--- src/rtl/rom_stream_reader.sv ---
// rom_stream_reader: walks a run of ROM addresses and streams each registered word out on valid/ready.
// Optional build macro ROM_STREAM_READER_CHKSUM_EN adds a running XOR checksum output `chksum`.
module rom_stream_reader #(
    parameter int ADDR_W     = 3,
    parameter int DATA_W     = 9,
    parameter int START_ADDR = 0,
    parameter int WORD_COUNT = 8
) (
    input  logic              clk,
    input  logic              rst,
    input  logic              start,
    output logic [ADDR_W-1:0] rom_addr,
    input  logic [DATA_W-1:0] rom_data,
    output logic [DATA_W-1:0] out_data,
    output logic              out_valid,
    input  logic              out_ready,
    output logic              out_last,
    output logic              busy,
`ifdef ROM_STREAM_READER_CHKSUM_EN
    output logic              done,
    output logic [DATA_W-1:0] chksum
`else
    output logic              done
`endif
);

    typedef enum logic [1:0] {
        S_IDLE,
        S_FETCH,
        S_HOLD,
        S_DONE
    } state_t;

    localparam logic [ADDR_W-1:0] START_A  = ADDR_W'(START_ADDR);
    localparam logic [ADDR_W:0]   LAST_IDX = (ADDR_W + 1)'(WORD_COUNT - 1);

    state_t              r_state;
    state_t              w_next;
    logic [ADDR_W-1:0]   r_addr;
    logic [ADDR_W:0]     r_count;
    logic [DATA_W-1:0]   r_data;
    logic                r_last;
    logic                w_hs;
    logic                w_accept;

    // out_valid is only ever high in HOLD, so a handshake is HOLD plus ready.
    assign w_hs     = (r_state == S_HOLD) && out_ready;
    assign w_accept = (r_state == S_IDLE) && start;

    // NOTE: sequential state uses non-blocking assignments so every register samples pre-edge values.
    always_ff @(posedge clk or posedge rst) begin
        if (rst) begin
            r_state <= S_IDLE;
        end else begin
            r_state <= w_next;
        end
    end

    always_comb begin
        // NOTE: default first so no branch leaves w_next unassigned and infers a latch.
        w_next = r_state;
        case (r_state)
            S_IDLE:  if (start) w_next = S_FETCH;
            S_FETCH: w_next = S_HOLD;
            S_HOLD:  if (w_hs) w_next = r_last ? S_DONE : S_FETCH;
            S_DONE:  w_next = S_IDLE;
            default: w_next = S_IDLE;
        endcase
    end

    always_comb begin
        busy      = (r_state != S_IDLE);
        out_valid = (r_state == S_HOLD);
        done      = (r_state == S_DONE);
    end

    always_ff @(posedge clk or posedge rst) begin
        if (rst) begin
            r_addr  <= START_A;
            r_count <= '0;
            r_data  <= '0;
            r_last  <= 1'b0;
        end else begin
            case (r_state)
                S_IDLE: begin
                    if (start) begin
                        r_addr  <= START_A;
                        r_count <= '0;
                    end
                end
                S_FETCH: begin
                    r_data <= rom_data;
                    r_last <= (r_count == LAST_IDX);
                end
                S_HOLD: begin
                    if (w_hs) begin
                        if (r_last) begin
                            r_last <= 1'b0;
                        end else begin
                            // Address wraps naturally at 2^ADDR_W.
                            r_addr  <= r_addr + 1'b1;
                            r_count <= r_count + 1'b1;
                        end
                    end
                end
                default: ;
            endcase
        end
    end

    assign rom_addr = r_addr;
    assign out_data = r_data;
    assign out_last = r_last;

`ifdef ROM_STREAM_READER_CHKSUM_EN
    logic [DATA_W-1:0] r_chksum;

    always_ff @(posedge clk or posedge rst) begin
        if (rst) begin
            r_chksum <= '0;
        end else if (w_accept) begin
            r_chksum <= '0;
        end else if (w_hs) begin
            r_chksum <= r_chksum ^ r_data;
        end
    end

    assign chksum = r_chksum;
`endif

endmodule
--- config.mk ---
export PLATFORM = sky130hd
export DESIGN_NAME = rom_stream_reader
export DESIGN_NICKNAME = d
export VERILOG_FILES = /design/src/rtl/rom_stream_reader.sv
export SDC_FILE = /design/constraint.sdc
export NUM_CORES = 1
export LEC_CHECK = 0
export ABC_AREA = 0
export CORE_UTILIZATION = 44
export DETAILED_ROUTE_END_ITERATION = 16
export MAX_ROUTING_LAYER = met4
export PLACE_DENSITY_LB_ADDON = 0.25
export SYNTH_ARGS = -nofsm -noshare
export SYNTH_HDL_FRONTEND = slang
export SYNTH_SLANG_ARGS = --single-unit
export TNS_END_PERCENT = 20
--- constraint.sdc ---
create_clock -name clk -period 2.6 [get_ports clk]
set_input_delay 0.65 -clock clk [delete_from_list [all_inputs] [get_ports clk]]
set_output_delay 0.65 -clock clk [all_outputs]
set_load 0.1 [all_outputs]
==> flow_summary.ini <==
[sta]
worst_slack_ps = 464.7
finClkSkew_ps = 10.04
post-route-period-util_pct = 82.13
setup_tns_ps = 0
number_of_hold_violations_in_the_final_report = 0
rsz0062_at_grt = false
achievable-frequency_mhz = 468.3
worstMarginPinSlew_ps = 702.8
timing_max_transition_violations_final = 0
count_of_final_setup_violators = 0
timing.final.crit_period_ps = 2135
max_slew_margin_pct = 53.10

[clock_tree]
clock_path_buffers = 2
clock-root-buffer = clkbuf_4
tritoncts_num_sinks = 19
post_cts_resize_count = 0
clock_tree_from_tritoncts = done
cts_setup_buffers = 0
tritoncts.num_buffers = 3
worst_skew_late_latency_ps = 300
post_cts_hold_buffer_count = 0
cts.clk_slew.worst_paths_ps = 110
htree_levels = 1

[drt]
drt-vias-per-instance = 5.357
drt_first_iter_violations = 9
route.detailed.wl_per_inst_um = 14.07
first_pass_iters = 5
postRouteAntennaNets = 0
drc_errors = 0
finalWirelength_mm = 1.815
via_count = 691

[layout]
final_net_count = 118
post_route_cells_drive_above_1_share_pct = 30.39
fin_cells = 129
layout-area-overhead-vs-synth_pct = 31.95
antenna_cells = 0
stdcell_area_mm2 = 0.001194

[critical_path]
timing.critical_path.arrival_ps = 1490
cp.required_ps = 1950
critPathMaxFanout = 14
crit_type = reg2out
cp-start-kind = flip-flop
worstSetupEndpointType = output pin

[min_path]
worstHoldPathType = reg2reg

[logic_synthesis]
synth_top_cell_by_area = dfrtp_1
yosys.cell_count.top_type = dfrtp_1
yosys_warnings = 0
seq_total_area_yosys_pct = 52.56
synthFlopType = dfrtp_1
netlist_instances = 72
synth.net_count = 87
async_flop_share_pct = 100.0
yosys-top-cells-count = 19 x dfrtp_1, 9 x mux2_2, 8 x a22o_1, 4 x nor2_1
synth_area_per_cell_um2 = 12.56
post-synth-top-area-fraction_pct = 52.56
netlist_top_cells_area = dfrtp_1 53%, mux2_2 11%, a22o_1 7.7%
count_of_flip_flops_with_a_built_in_enable_after_synthesis = 0
ys_types = 27
yosys_register_bits = 19
syn-cell-area_um2 = 904.6

[die]
placeableCoreArea_mm2 = 0.001942
initial_core_util_pct = 46.59
rows = 16
design.portCount = 29
die-width_um = 47.34
fp.dieArea_mm2 = 0.002241
die_height_um = 47.34

[global_routing]
grt_antenna_before_repair = 0
gr-usage-all-layers_pct = 18.58
largest_net_degree_at_the_start_of_global_routing = 20
global_route_wire_length_before_repair_mm = 2.773
grt_overflow = 0
number_of_global_route_vias_before_repair = 630

[place]
placedCellCount = 125
dp_slack_ps = 577.6
postPlaceCellArea_mm2 = 0.001166
gpl.final_weighted_congestion = 0.8770
dp_hpwl_mm = 1.322
portBuffers = 28

[flow_run]
max_cap_violations = 0

[status]
status = finished clean
-- metrics by stage --
step	hold WS (ps)	utilization, %
finish	518.7	61.47
global route	543.1	61.47
CTS	526.3	61.47
detailed placement	498.0	60.05
global placement	491.5	60.05
floorplan	482.9	-
-- state kept, by name, indices dropped and copies added (netlist names) --
| signal | cells |
|---|---|
| out_last | 1 |
| r_state | 2 |
| out_data | 9 |
| r_count | 4 |
| rom_addr | 3 |
-- kinds of logic after synthesis --
family / synth area share (%)
mux: 17.01
simple gates: 11.89
compound gates: 12.73
buf+inv: 3.042
flops: 52.56
fa+ha+maj: 2.766
-- critical path, stage by stage, from the launching register on --
cell and delay, ps:
dfrtp_1 630, and2b_1 240, buf_4 300
-- routing by layer --
layer	part of all wire, %	wire length (um)	up-vias	GRT usage (%)
met1	43	774	332	23.36
met3	5.1	93	7	2.692
li1	-	-	328	-
met5	0	0	-	-
met4	2.3	42	0	8.571
met2	50	905	24	29.32
-- final timing paths --
path                                               from                       to  slack [ps]  depth (start not counted)
worst min-delay path            out_data[0]$_DFFE_PP0P_  out_data[0]$_DFFE_PP0P_         520                          1
max in group asynchronous                           rst  out_data[2]$_DFFE_PP0P_        1410                          2
worst max-delay path             r_state[1]$_DFFE_PP0P_                out_valid         460                          2
worst min register to register  out_data[0]$_DFFE_PP0P_  out_data[0]$_DFFE_PP0P_         520                          1
min in group asynchronous                           rst  out_data[1]$_DFFE_PP0P_         740                          2
worst max register to register   r_state[0]$_DFFE_PP0P_  out_data[7]$_DFFE_PP0P_         880                          3
-- cell usage in the layout, fill, tap and decap left out, types with 2 or more instances in the layout --
master            n
nand3b_1          3
mux2_1            2
a22o_1            8
mux2_2            9
nor2b_1           2
clkbuf_4          3
nand2b_1          2
mux2i_1           3
ha_1              2
inv_1             2
nor2_1            4
buf_4            17
clkdlybuf4s50_1  12
dfrtp_1          19
-- layout make-up --
class | instances | area, um2
Fill cell | 181 | 748.2
Inverter | 2 | 7.507
Multi-Input combinational cell | 48 | 401.6
Clock buffer | 3 | 22.52
Clock inverter | 1 | 5.005
Sequential cell | 19 | 475.5
Tap cell | 27 | 33.78
Timing Repair Buffer | 29 | 247.7
Power is left out: the tool's default activity adds up to more than one toggle a clock period on the data nets, which glitch-free logic cannot reach.
==> edit, RTL diff (same flow settings) <==
Add a define of `ROM_STREAM_READER_CHKSUM_EN`.
--- a/src/rtl/rom_stream_reader.sv
+++ b/src/rtl/rom_stream_reader.sv
@@ -1,4 +1,6 @@
 // rom_stream_reader: walks a run of ROM addresses and streams each registered word out on valid/ready.
 // Optional build macro ROM_STREAM_READER_CHKSUM_EN adds a running XOR checksum output `chksum`.
+`define ROM_STREAM_READER_CHKSUM_EN
+
 module rom_stream_reader #(
     parameter int ADDR_W     = 3,
Check against the original RTL (old outputs only; new: chksum): equivalent (equiv_simple and equiv_induct, registers matched by name and starting in step).
==> edit against the original RTL <==
- first-iteration DRC count up 44%
- global-route usage up 1.1 points
- area after synthesis up 45%
- sequential cell count up 9
- setup slack worse by 0.16 ns
- maximum frequency down 7.0%
- wire length up 53%
- design area up 43%
- count of clock-buffer cells in the layout unchanged
Power is not shown: default switching activity piles up to over one toggle a cycle in this logic, so the estimate is an artifact.
==> edit: results (changes against the original RTL) <==
clk_pin_slew_ns: 0.15  # +0.04 ns
ys_seq_area_share_pct: 53.49  # +0.93 points
io_buffers: 37  # +32%
synth_fa_ha_area_share_pct: 1.910  # -0.86 points
placed_area_mm2: 0.001680  # +44%
status: "completed"
grt_util_all_layers_pct: 19.66  # +1.1 points
synth_cell_types: 33  # +22%
dpl.cell_count: 176  # +41%
wl_per_cell_um: 15.51  # +10%
first_pass_iters: 4  # -1
drtIter0Drc: 13  # +4
worst_pin_slew_ns: 0.5968  # -0.1060 ns
clk-insertion-delay-late_ns: 0.33  # +0.03 ns
synth_ff_type: "dfrtp_1"
syn_nets: 127  # +46%
vias: 990  # +43%
grt_pass1_vias: 1052  # +67%
post-dp-hpwl_um: 1961  # +48%
cp.arrival_ns: 1.65  # +0.16 ns
syn_inst: 112  # +56%
synth_compound_area_share_pct: 4.776  # -7.9 points
muxShareOfSynthArea_pct: 7.736  # -9.3 points
place.gp.congestion: 0.8656  # -1.3%
wirelength_um: 2777  # +53%
dp_slack_ns: 0.4653  # -0.1123 ns
final_nets: 165  # +40%
[edit: changes by cell type in the layout (fill, tap and decap cells not counted), moves of 5 or more]
| cell | change |
|---|---|
| nand4b_1 | +10 |
| a22o_1 | -8 |
| nor2_1 | +5 |
| dfrtp_1 | +9 |
| buf_4 | +9 |
| xor2_1 | +9 |
[edit: cells by family (layout without fill, tap and decap cells)]
logic type	Yosys count	after routing
adders and majority gates	2	2
AOI/OAI and AO/OA	10	10
and+or+nand+nor	45	45
buffers and inverters	9	45
DFF	28	28
xor gates and xnor gates	9	9
muxes	9	9
[edit: cell type report]
class / count / area, um^2
multi-input cells: 75 / 561.8
fillers: 245 / 1079
clock buffers: 3 / 22.52
flip-flops and latches: 28 / 700.7
inverters: 1 / 3.754
repair buffers: 41 / 375.4
well taps: 31 / 38.79
[edit: path summary, 6_finish.rpt]
path	from	end	slack (ns)	depth (start not counted)
worst min-delay path	r_count[2]	r_count[2]	0.54	1
worst min register to register	r_count[2]	r_count[2]	0.54	1
min in group asynchronous	rst	out_data[3]	0.66	3
worst max register to register	r_state[1]	out_data[5]	0.82	2
max in group asynchronous	rst	out_data[6]	1.67	3
worst max-delay path	r_state[1]	out_valid	0.30	2
[edit: per-layer routing]
layer / vias up / share of wire, % / GRT usage (%)
met2: 34 / 48 / 32.61
met3: 8 / 4.5 / 2.304
li1: 465 / - / -
met4: 0 / 2.7 / 10.45
met5: - / 0 / -
met1: 483 / 44 / 23.35
